## src/rtl/pc_pkg.sv

```systemverilog
// Shared PC-select opcodes and widths for the pc_sequencer slice.
package pc_pkg;

   localparam int unsigned PS_W = 3;

   localparam logic [PS_W-1:0] PS_HOLD   = 3'b000;
   localparam logic [PS_W-1:0] PS_INC    = 3'b001;
   localparam logic [PS_W-1:0] PS_BRANCH = 3'b010;
   localparam logic [PS_W-1:0] PS_JUMP   = 3'b011;
   localparam logic [PS_W-1:0] PS_CALL   = 3'b100;
   localparam logic [PS_W-1:0] PS_RET    = 3'b101;

endpackage

```

## src/rtl/pc_ret_stack.sv

```systemverilog
// LIFO return-address stack with registered full/empty flags.
// Push while full and pop while empty are ignored.
module pc_ret_stack #(
   parameter int unsigned DATA_W = 6,
   parameter int unsigned DEPTH  = 4
) (
   input  logic              clk_main,
   input  logic              reset,
   input  logic              push,
   input  logic              pop,
   input  logic [DATA_W-1:0] din,
   output logic [DATA_W-1:0] dout_c,
   output logic              full,
   output logic              empty
);

   localparam int unsigned IDX_W = $clog2(DEPTH);
   localparam int unsigned SP_W  = IDX_W + 1;

   logic [SP_W-1:0]   sp;
   logic [SP_W-1:0]   sp_nxt;
   logic [IDX_W-1:0]  wr_idx;
   logic [IDX_W-1:0]  rd_idx;
   logic [DATA_W-1:0] mem [DEPTH];
   logic              do_push;
   logic              do_pop;

   assign do_push = push && !full;
   assign do_pop  = pop && !empty;
   assign wr_idx  = sp[IDX_W-1:0];
   assign rd_idx  = IDX_W'(sp - SP_W'(1));
   assign dout_c  = mem[rd_idx];

   always_comb begin
      sp_nxt = sp;
      if (do_push) begin
         sp_nxt = sp + SP_W'(1);
      end else if (do_pop) begin
         sp_nxt = sp - SP_W'(1);
      end
   end

   // Flags are computed from the next pointer so they track sp exactly.
   always_ff @(posedge clk_main) begin
      if (reset) begin
         sp    <= '0;
         full  <= 1'b0;
         empty <= 1'b1;
      end else begin
         sp    <= sp_nxt;
         full  <= (sp_nxt == SP_W'(DEPTH));
         empty <= (sp_nxt == '0);
      end
   end

   // Storage is not reset; the pointer alone defines validity.
   always_ff @(posedge clk_main) begin
      if (!reset && do_push) begin
         mem[wr_idx] <= din;
      end
   end

endmodule

```

## src/rtl/pc_sequencer.sv

```systemverilog
// Program-counter sequencer: hold/inc/branch/jump/call/ret.
// Define PC_SEQUENCER_STACK_EN to build in the return-address stack.
module pc_sequencer
   import pc_pkg::*;
#(
   parameter int unsigned PC_W        = 6,
   parameter int unsigned OFF_W       = 6,
   parameter int unsigned STACK_DEPTH = 4,
   parameter int unsigned RESET_PC    = 0
) (
   input  logic             clk_main,
   input  logic             reset,
   input  logic             en,
   input  logic [PS_W-1:0]  ps,
   input  logic [PC_W-1:0]  a,
   input  logic [OFF_W-1:0] off,
   output logic [PC_W-1:0]  pc,
   output logic             stack_full,
   output logic             stack_empty,
   output logic             ovf,
   output logic             unf
);

   if (OFF_W > PC_W || STACK_DEPTH < 2 ||
       (STACK_DEPTH & (STACK_DEPTH - 1)) != 0) begin : g_param_chk
      $error("pc_sequencer: illegal parameter combination");
   end

   logic [PC_W-1:0] pc_nxt;
   logic [PC_W-1:0] pc_inc;
   logic [PC_W-1:0] off_ext;

   assign pc_inc  = pc + PC_W'(1);
   assign off_ext = PC_W'($signed(off));

`ifdef PC_SEQUENCER_STACK_EN
   logic            stk_push;
   logic            stk_pop;
   logic            stk_full;
   logic            stk_empty;
   logic [PC_W-1:0] stk_top_c;

   assign stk_push = en && (ps == PS_CALL);
   assign stk_pop  = en && (ps == PS_RET);

   pc_ret_stack #(
      .DATA_W (PC_W),
      .DEPTH  (STACK_DEPTH)
   ) u_ret_stack (
      .clk_main (clk_main),
      .reset    (reset),
      .push     (stk_push),
      .pop      (stk_pop),
      .din      (pc_inc),
      .dout_c   (stk_top_c),
      .full     (stk_full),
      .empty    (stk_empty)
   );

   assign stack_full  = stk_full;
   assign stack_empty = stk_empty;

   // Sticky misuse flags; only reset clears them.
   always_ff @(posedge clk_main) begin
      if (reset) begin
         ovf <= 1'b0;
         unf <= 1'b0;
      end else if (en) begin
         if (ps == PS_CALL && stk_full) begin
            ovf <= 1'b1;
         end
         if (ps == PS_RET && stk_empty) begin
            unf <= 1'b1;
         end
      end
   end
`else
   assign stack_full  = 1'b0;
   assign stack_empty = 1'b1;
   assign ovf         = 1'b0;
   assign unf         = 1'b0;
`endif

   always_comb begin
      pc_nxt = pc;
      if (en) begin
         case (ps)
            PS_INC:    pc_nxt = pc_inc;
            PS_BRANCH: pc_nxt = pc_inc + off_ext;
            PS_JUMP:   pc_nxt = a;
            PS_CALL:   pc_nxt = a;
`ifdef PC_SEQUENCER_STACK_EN
            PS_RET:    pc_nxt = stk_empty ? pc_inc : stk_top_c;
`else
            PS_RET:    pc_nxt = pc_inc;
`endif
            default:   pc_nxt = pc;
         endcase
      end
   end

   always_ff @(posedge clk_main) begin
      if (reset) begin
         pc <= PC_W'(RESET_PC);
      end else begin
         pc <= pc_nxt;
      end
   end

endmodule

```

## config.mk

```make
export PLATFORM = sky130hd
export DESIGN_NAME = pc_sequencer
export DESIGN_NICKNAME = d
export VERILOG_FILES = /design/src/rtl/pc_pkg.sv /design/src/rtl/pc_ret_stack.sv /design/src/rtl/pc_sequencer.sv
export SDC_FILE = /design/constraint.sdc
export NUM_CORES = 1
export LEC_CHECK = 0
export CORE_ASPECT_RATIO = 0.6
export CORE_MARGIN = 1
export CORE_UTILIZATION = 35
export DETAILED_ROUTE_END_ITERATION = 7
export PLACE_DENSITY = 0.65
export SLEW_MARGIN = 0
export SYNTH_ARGS = -nofsm -noshare
export SYNTH_HDL_FRONTEND = slang
export SYNTH_SLANG_ARGS = --single-unit
export TNS_END_PERCENT = 20
```

## constraint.sdc

```tcl
create_clock -name clk_main -period 2.5 [get_ports clk_main]
set_clock_uncertainty 0.15 [all_clocks]
set_input_delay 0.625 -clock clk_main [delete_from_list [all_inputs] [get_ports clk_main]]
set_output_delay 0.625 -clock clk_main [all_outputs]
set_load 0.1 [all_outputs]
```

==> metrics.txt, run 1 <==
Post-Place Worst Slack=-0.2011 ns; GPL Wtd Cong=0.8802; Critical Path End Type=flop; worst min-delay path startpoint=pc[1]; core box area=1967 µm²; max-cap violations=0; worst r2r src=pc[0]; Longest Clk Path Bufs=2; Synth Register Bits=6; final antenna-violating net count=0; dpl cells=150; Post-synth ARST share=0%; P&R area growth vs syn=39.45%; dominant cells by area after synthesis=dfxtp_1, ha_1, xnor2_1; first-pass GRT wire length=3567 µm; Largest regs=pc x6; ys flop type=dfxtp_1; GR Overflow Total=0; CP max stage delay=0.41 ns; DRT Pass-1 Iters=4; Logic pwr share=53.7%; Critical Path, Cell by Cell=clkdlybuf4s50_1, ha_1, fa_1, xnor2_1, nor3_1, a311oi_1, a21o_1, a21oi_1; top cells by count, synth=a21oi_1, ha_1, nor2_1, xnor2_1, dfxtp_1; nets@finish=153; All-Layer GR Usage=20.20%; Crit-path slowest cell=fa_1; Final Hold Viols=0; Final Instance Area=1084 µm²; critical path class=input pin to flop; Critical R2R Capture=pc[2]; sw frac=43.20%; PwrDens=532.0 nW/µm²; Sequential cell area=122.6 µm²; setup TNS=0 ns; Post-route DRC=0; drt via density=5.340; Slew Limit Fails=0; placed cell areas=1035 µm²; Ports=28; met1 WL=1059 µm; RSZ-0062 raised after global routing=yes; initial DRC count=53; vias in the first global route=788; post-route non-filler standard cell count=153; final wirelength=2201 µm; sequential area share after synthesis=15.46%; clk root buf=clkbuf_8; Detail Placement HPWL=1842 µm; Internal Power=0.3274 mW; setup ws final=0.04122 ns; Port Buf Inserts=23; Yosys top cell by area=dfxtp_1; Clock Pin Slew Worst Setup and Hold Paths=0.04 ns; EDFF count, synth=0; total power=0.5765 mW; met2 wire len=969 µm; Final period util=98.35%; max reg flops=6; Worst EP required=2.46 ns; FMAX=0.4067 GHz; Final Hold Slack=0.3692 ns; Clock Power Share=25.5%; clk_lat worst skew=0.22 ns; Hold Path End=pc[1]; share of cells above drive strength 1=21.60%; Synth Area per Inst=8.010 µm²; status=finished clean; die area=2418 µm²; Layout Utilization=55.09%; flop2flop setup slack=0.30 ns; fill count=201; WHS Path Cells=2; Initial Utilization=39.50%; top-area cell type share of the netlist area=15.46%; fin crit period=2.459 ns; met3 WL=172 µm; Die H=38.50 µm; initial antenna violation count=0; chip width=62.83 µm; path depth of the worst reg2reg path=8; Reg with most FFs=pc; Max FO, Critical Path=2; Cell variety after synth=39; VDD IR max=220.4 µV; H-tree levels=1; Net Switching=0.2490 mW; largest net degree at the start of global routing=11; Leak=0.4602 nW; Startpoint Class=input pin; Clock Sinks=6; cells after synthesis=97; Arr. time, crit path=2.42 ns; Syn. warnings=0; multi-input logic area=594.3 µm²; Setup Viol. Count Final=0; WL/cell=14.39 µm; Sequential Power Share=20.9%; Num CTS Buffers=3; Hold WC Path Type=flop to flop; Post-Syn Area=777.0 µm²; Vias=817; DR top layer=met3; Rows=12; ANT cells=0; CTS tree=built
[timing repair]
action | CTS | global route
setup endpoints to repair | 0 | 3
setup buffers | 0 | 0
gates resized for setup | 0 | 2
hold buffers | 0 | 0
[layer usage]
metal | track usage [%] | up-vias
met3 | 5.655 | 0
li1 | - | 412
met1 | 25.61 | 369
met2 | 34.78 | 36
met5 | 0 | -
met4 | 4.070 | 0
[critical path: cells and delay by family]
kind / cells / cell delay [ns]
adders and majority gates: 2 / 0.64
xor gates and xnor gates: 1 / 0.22
buffers and inverters: 1 / 0.40
AOI/OAI and AO/OA: 3 / 0.45
and+or+nand+nor: 1 / 0.08
[cell type report]
cell class / count / area share [%]
timing repair buffer: 31 / 25.40
sequential: 6 / 11.32
clock buffer: 3 / 3.811
tap: 28 / 3.233
multi-input combinational: 81 / 54.85
inverter: 4 / 1.386
[placed cells by master, fill, tap and decap left out, drive strengths merged, types with 4 or more instances in the layout]
master,instances
a21o,4
a21oi,7
buf,14
clkdlybuf4s50,17
conb,4
dfxtp,6
ha,7
inv,4
nand2,4
nand3,5
nor2,7
o21ai,6
xnor2,7
[power by group through the flow]
stage / registers (mW) / logic (mW) / clock network, mW
after floorplan: 0.187 / 0.159 / 0
after global placement: 0.121 / 0.300 / 0
after detailed placement: 0.122 / 0.304 / 0
after CTS: 0.120 / 0.306 / 0.151
after global routing: 0.122 / 0.334 / 0.156
final: 0.120 / 0.309 / 0.147
[worst max path at each step]
stage / from / to / slack, ns / cells past startpoint
after floorplan: pc[2] / pc[5] / -0.06 / 8
after global placement: off[0] / pc[4] / -0.19 / 8
after detailed placement: off[0] / pc[2] / -0.20 / 8
after CTS: off[0] / pc[2] / 0.05 / 8
after global routing: off[0] / pc[2] / -0.04 / 8
final: off[0] / pc[2] / 0.04 / 8
[kinds of logic (layout without fill, tap and decap cells)]
family	count (synthesis)	after routing	share of synthesized area (%)
adder cells (fa/ha/maj)	8	8	13.85
other	2	4	0.9665
buffers and inverters	12	38	9.983
flip-flops	6	6	15.46
AO/OA/AOI/OAI	37	37	33.49
multiplexers	1	1	1.449
AND/OR/NAND/NOR	23	23	15.78
XOR/XNOR	8	8	9.018
(Power assumes the default switching activity.)
==> inputs of run 2 (changes only) <==
--- a/config.mk
+++ b/config.mk
@@ -9,6 +9,7 @@
 export CORE_MARGIN = 1
 export CORE_UTILIZATION = 35
 export DETAILED_ROUTE_END_ITERATION = 7
+export MAX_ROUTING_LAYER = met4
 export PLACE_DENSITY = 0.65
 export SLEW_MARGIN = 0
 export SYNTH_ARGS = -nofsm -noshare
==> metrics.txt, run 2 (synthesis results as in run 1) <==
H-tree levels=1 (unchanged); Slew Limit Fails=0 (unchanged); critical path class=input pin to flop; share of cells above drive strength 1=21.60% (unchanged); max-cap violations=0 (unchanged); largest net degree at the start of global routing=11 (unchanged); chip width=62.83 µm (unchanged); GR Overflow Total=0 (unchanged); VDD IR max=220.4 µV (about the same); Net Switching=0.2493 mW (about the same); Clock Power Share=25.4% (about the same); first-pass GRT wire length=3574 µm (+0.20%); Sequential Power Share=20.9% (about the same); Final Hold Viols=0 (unchanged); initial antenna violation count=0 (unchanged); met1 Usage GRT=25.61% (unchanged); Critical Path End Type=flop; Vias=824 (+0.86%); worst min-delay path startpoint=pc[1]; worst r2r src=pc[0]; P&R area growth vs syn=39.45% (unchanged); commonest non-fill, non-tap cell in the layout=clkdlybuf4s50_1; dpl cells=150 (unchanged); Internal Power=0.3274 mW (about the same); Hold WC Path Type=flop to flop; max reg flops=6 (unchanged); RSZ-0062 raised after global routing=yes; CTS Hold Bufs=0 (unchanged); CTS tree=built; Layout Utilization=55.09% (unchanged); clk_lat worst skew=0.22 ns (about the same); M2 GR Usage=34.78% (unchanged); Max FO, Critical Path=2 (unchanged); Arr. time, crit path=2.41 ns (about the same); setup bufs post-CTS=0 (unchanged); Longest Clk Path Bufs=2 (unchanged); fill count=201 (unchanged); Post-route DRC=0 (unchanged); Critical Path, Cell by Cell=clkdlybuf4s50_1, ha_1, fa_1, xnor2_1, nor3_1, a311oi_1, a21o_1, a21oi_1; All-Layer GR Usage=20.76% (+0.56 points); clk root buf=clkbuf_8; core box area=1967 µm² (unchanged); PwrDens=532.2 nW/µm² (about the same); PostCTS Resize Cnt=0 (unchanged); ANT cells=0 (unchanged); met3 Track Usage GR=5.655% (unchanged); Worst Setup SP=off[0]; vias in the first global route=787 (-0.13%); Crit-path slowest cell=fa_1; post-route non-filler standard cell count=153 (unchanged); drt via density=5.386 (+0.86%); WP buf/inv=1 (unchanged); WL/cell=14.46 µm (+0.55%); Top Usage Layer GRT=met2; Setup Viol. Count Final=0 (unchanged); Clock Pin Slew Worst Setup and Hold Paths=0.04 ns (about the same); placed cell areas=1035 µm² (unchanged); initial DRC count=67 (+26%); Sequential cell area=122.6 µm² (unchanged); Initial Utilization=39.50% (unchanged); Largest regs=pc x6; final wirelength=2213 µm (+0.55%); Crit path max-delay family=adder cells; GPL Wtd Cong=0.8949 (+1.7%); Clock Sinks=6 (unchanged); final antenna-violating net count=0 (unchanged); CP max stage delay=0.41 ns (about the same); Startpoint Class=input pin; Num CTS Buffers=3 (unchanged); FMAX=0.4085 GHz (+0.43%); most frequent cells in the layout=clkdlybuf4s50_1, buf_4, xnor2_1, nor2_1, ha_1; Detail Placement HPWL=1842 µm (unchanged); Logic pwr share=53.7% (about the same); Worst EP required=2.46 ns (about the same); Leak=0.4602 nW (unchanged); Final period util=97.93% (-0.42 points); status=finished clean; fin crit period=2.448 ns (-0.01053 ns); die area=2418 µm² (unchanged); sw frac=43.22% (about the same); Reg with most FFs=pc; Ports=28 (unchanged); Final Instance Area=1084 µm² (unchanged); multi-input logic area=594.3 µm² (unchanged); Port Buf Inserts=23 (unchanged); Rows=12 (unchanged); Die H=38.50 µm (unchanged); DRT Pass-1 Iters=4 (unchanged); setup TNS=0 ns (unchanged); nets@finish=153 (unchanged)
[run 2: cell counts in the layout (fill, tap and decap cells not counted)]
Identical to the previous run, type by type.
[run 2: metal layers]
metal | vias up | wire, µm
met5 | - | 0
li1 | 413 | -
met4 | 0 | 0
met1 | 369 | 1078
met2 | 42 | 965
met3 | 0 | 169
[run 2: cell type report]
cell class | instances | share of cell area, %
clock buffer | 3 | 3.811
inverter | 4 | 1.386
multi-input combinational | 81 | 54.85
sequential | 6 | 11.32
tap | 28 | 3.233
timing repair buffer | 31 | 25.40
[run 2: final timing paths]
kind / slack [ns] / to / depth (start not counted)
worst max-delay path: 0.05 / pc[2] / 8
worst min-delay path: 0.37 / pc[1] / 2
worst max register to register: 0.32 / pc[5] / 7
worst min register to register: 0.37 / pc[1] / 2
[run 2: power by group through the flow]
stage	sequential (mW)	combinational, mW	clock, mW
floorplan	0.187	0.159	0
global placement	0.121	0.300	0
finish	0.120	0.310	0.147
global route	0.122	0.334	0.156
detailed placement	0.122	0.304	0
CTS	0.120	0.306	0.151
[run 2: through the flow]
stage / setup WS [ns] / hold WS [ns] / total power, mW
after floorplan: -0.05532 / 0.5403 / 0.3459
after global placement: -0.1874 / 0.3732 / 0.4213
after detailed placement: -0.2011 / 0.3680 / 0.4251
after CTS: 0.04894 / 0.3709 / 0.5766
after global routing: -0.04467 / 0.4035 / 0.6123
final: 0.05175 / 0.3697 / 0.5767
[run 2: worst min-delay path, stage by stage, from the launching register on]
cell      delay, ns
dfxtp_2        0.33
nor2_1         0.10
a211oi_1       0.05
==> inputs of run 3 (changes only) <==
--- a/config.mk
+++ b/config.mk
@@ -8,9 +8,11 @@
 export CORE_ASPECT_RATIO = 0.6
 export CORE_MARGIN = 1
 export CORE_UTILIZATION = 35
+export CTS_CLUSTER_SIZE = 12
 export DETAILED_ROUTE_END_ITERATION = 7
 export MAX_ROUTING_LAYER = met4
 export PLACE_DENSITY = 0.65
+export RECOVER_POWER = 25
 export SLEW_MARGIN = 0
 export SYNTH_ARGS = -nofsm -noshare
 export SYNTH_HDL_FRONTEND = slang
==> metrics.txt, run 3 (synthesis results as in run 1) <==
Slew HR=64.21%; sw frac=43.36% (+0.13 points); first-pass GRT wire length=3574 µm (unchanged); Internal Power=0.3257 mW (-0.53%); chip width=62.83 µm (unchanged); Net Switching=0.2493 mW (about the same); Final Instance Area=1079 µm² (-0.46%); initial DRC count=67 (unchanged); Crit-path slowest cell=fa_1; vias in the first global route=787 (unchanged); placed cell areas=1035 µm² (unchanged); ANT cells=0 (unchanged); Die H=38.50 µm (unchanged); max reg flops=6 (unchanged); VDD IR max=219.8 µV (-0.29%); Largest regs=pc x6; PwrDens=533.1 nW/µm² (+0.17%); H-tree levels=1 (unchanged); drt via density=5.373 (-0.24%); GPL Wtd Cong=0.8949 (unchanged); Crit path max-delay family=adder cells; Num CTS Buffers=3 (unchanged); Slew Limit Fails=0 (unchanged); fin crit period=2.465 ns (+0.01674 ns); critical path class=input pin to flop; final wirelength=2202 µm (-0.50%); share of cells above drive strength 1=21.60% (unchanged); final antenna-violating net count=0 (unchanged); DRT Pass-1 Iters=4 (unchanged); max-cap violations=0 (unchanged); Leak=0.4587 nW (-0.33%); GR Overflow Total=0 (unchanged); total power=0.5750 mW (-0.29%); All-Layer GR Usage=20.76% (unchanged); FMAX=0.4057 GHz (-0.68%); Post-Place Worst Slack=-0.2011 ns (unchanged); Hold WC Path Type=flop to flop; setup ws final=0.03501 ns (-0.01674 ns); clk root buf=clkbuf_8; core box area=1967 µm² (unchanged); Setup Viol. Count Final=0 (unchanged); CTS tree=built; initial antenna violation count=0 (unchanged); Startpoint Class=input pin; Rows=12 (unchanged); Worst EP required=2.46 ns (about the same); Critical Path End Type=flop; most frequent cells in the layout=clkdlybuf4s50_1, buf_4, xnor2_1, nor2_1, ha_1; dpl cells=150 (unchanged); Critical Path, Cell by Cell=clkdlybuf4s50_1, ha_1, fa_1, xnor2_1, nor3_1, a311oi_1, a21o_1, a21oi_1; Detail Placement HPWL=1842 µm (unchanged); P&R area growth vs syn=38.81%; post-route non-filler standard cell count=153 (unchanged); Clock Power Share=25.5% (about the same); CP max stage delay=0.41 ns (about the same); largest net degree at the start of global routing=11 (unchanged); CTS Hold Bufs=0 (unchanged); Final Hold Viols=0 (unchanged); Port Buf Inserts=23 (unchanged); Post-route DRC=0 (unchanged); Longest Clk Path Bufs=2 (unchanged); Initial Utilization=39.50% (unchanged); Clock Pin Slew Worst Setup and Hold Paths=0.04 ns (about the same); commonest non-fill, non-tap cell in the layout=clkdlybuf4s50_1; Logic pwr share=53.6% (about the same); WP buf/inv=1 (unchanged); Final period util=98.60% (+0.67 points); Final Hold Slack=0.3683 ns (-0.001401 ns); met3 WL=187 µm (+11%); nets@finish=153 (unchanged); Arr. time, crit path=2.42 ns (about the same); DR top layer=met3; Worst-Margin Slew=0.5392 ns; die area=2418 µm² (unchanged); status=finished clean; met1 WL=1054 µm (-2.2%); clk_lat worst skew=0.22 ns (about the same); WL/cell=14.39 µm (-0.50%); met2 wire len=961 µm (-0.41%); Max FO, Critical Path=2 (unchanged); RSZ-0062 raised after global routing=yes; Reg with most FFs=pc; Vias=822 (-0.24%); Sequential Power Share=20.9% (about the same); Ports=28 (unchanged); Clock Sinks=6 (unchanged)
## run 3: cell count changes in the layout (fill, tap and decap cells not counted)
cell / previous run / this run
buf_4: 14 / 12
clkbuf_2: 0 / 2
## run 3: power groups by stage
| stage | combinational (mW) | clock [mW] | sequential, mW |
|---|---|---|---|
| after CTS | 0.306 | 0.151 | 0.120 |
| after global placement | 0.300 | 0 | 0.121 |
| final | 0.308 | 0.147 | 0.120 |
| after global routing | 0.333 | 0.156 | 0.122 |
| after detailed placement | 0.304 | 0 | 0.122 |
| after floorplan | 0.159 | 0 | 0.187 |
## run 3: path summary, 6_finish.rpt
path,from,cells past startpoint,slack [ns],end
worst min-delay path,pc[1],2,0.37,pc[1]
worst max-delay path,off[0],8,0.04,pc[2]
worst min register to register,pc[1],2,0.37,pc[1]
worst max register to register,pc[0],8,0.30,pc[2]
## run 3: per-stage QoR
step                      TNS [ns]  util [%]
after floorplan           -0.05532         -
after global placement     -0.4571     52.61
after detailed placement   -0.5496     52.61
after CTS                        0     54.71
after global routing      -0.08213     54.83
final                            0     54.83
## run 3: area by class of cell
| class | count | area, µm² |
|---|---|---|
| Sequential cell | 6 | 122.6 |
| Multi-Input combinational cell | 81 | 594.3 |
| Clock buffer | 3 | 41.29 |
| Fill cell | 203 | 888.4 |
| Timing Repair Buffer | 31 | 270.3 |
| Inverter | 4 | 15.01 |
| Tap cell | 28 | 35.03 |
## run 3: repair_timing
| action | in CTS | in global routing |
|---|---|---|
| endpoints found under the setup margin | 0 | 3 |
| gates resized for setup | 0 | 2 |
| buffers inserted | 0 | 0 |
## run 3: layer usage
metal | vias up | GRT usage, %
li1 | 413 | -
met1 | 369 | 25.61
met2 | 40 | 34.78
met3 | 0 | 5.655
met4 | 0 | 4.070
met5 | - | -
## run 3: worst min-delay path, stage by stage (launching register included)
cell      delay (ns)
dfxtp_2         0.33
nor2_1          0.10
a211oi_1        0.05
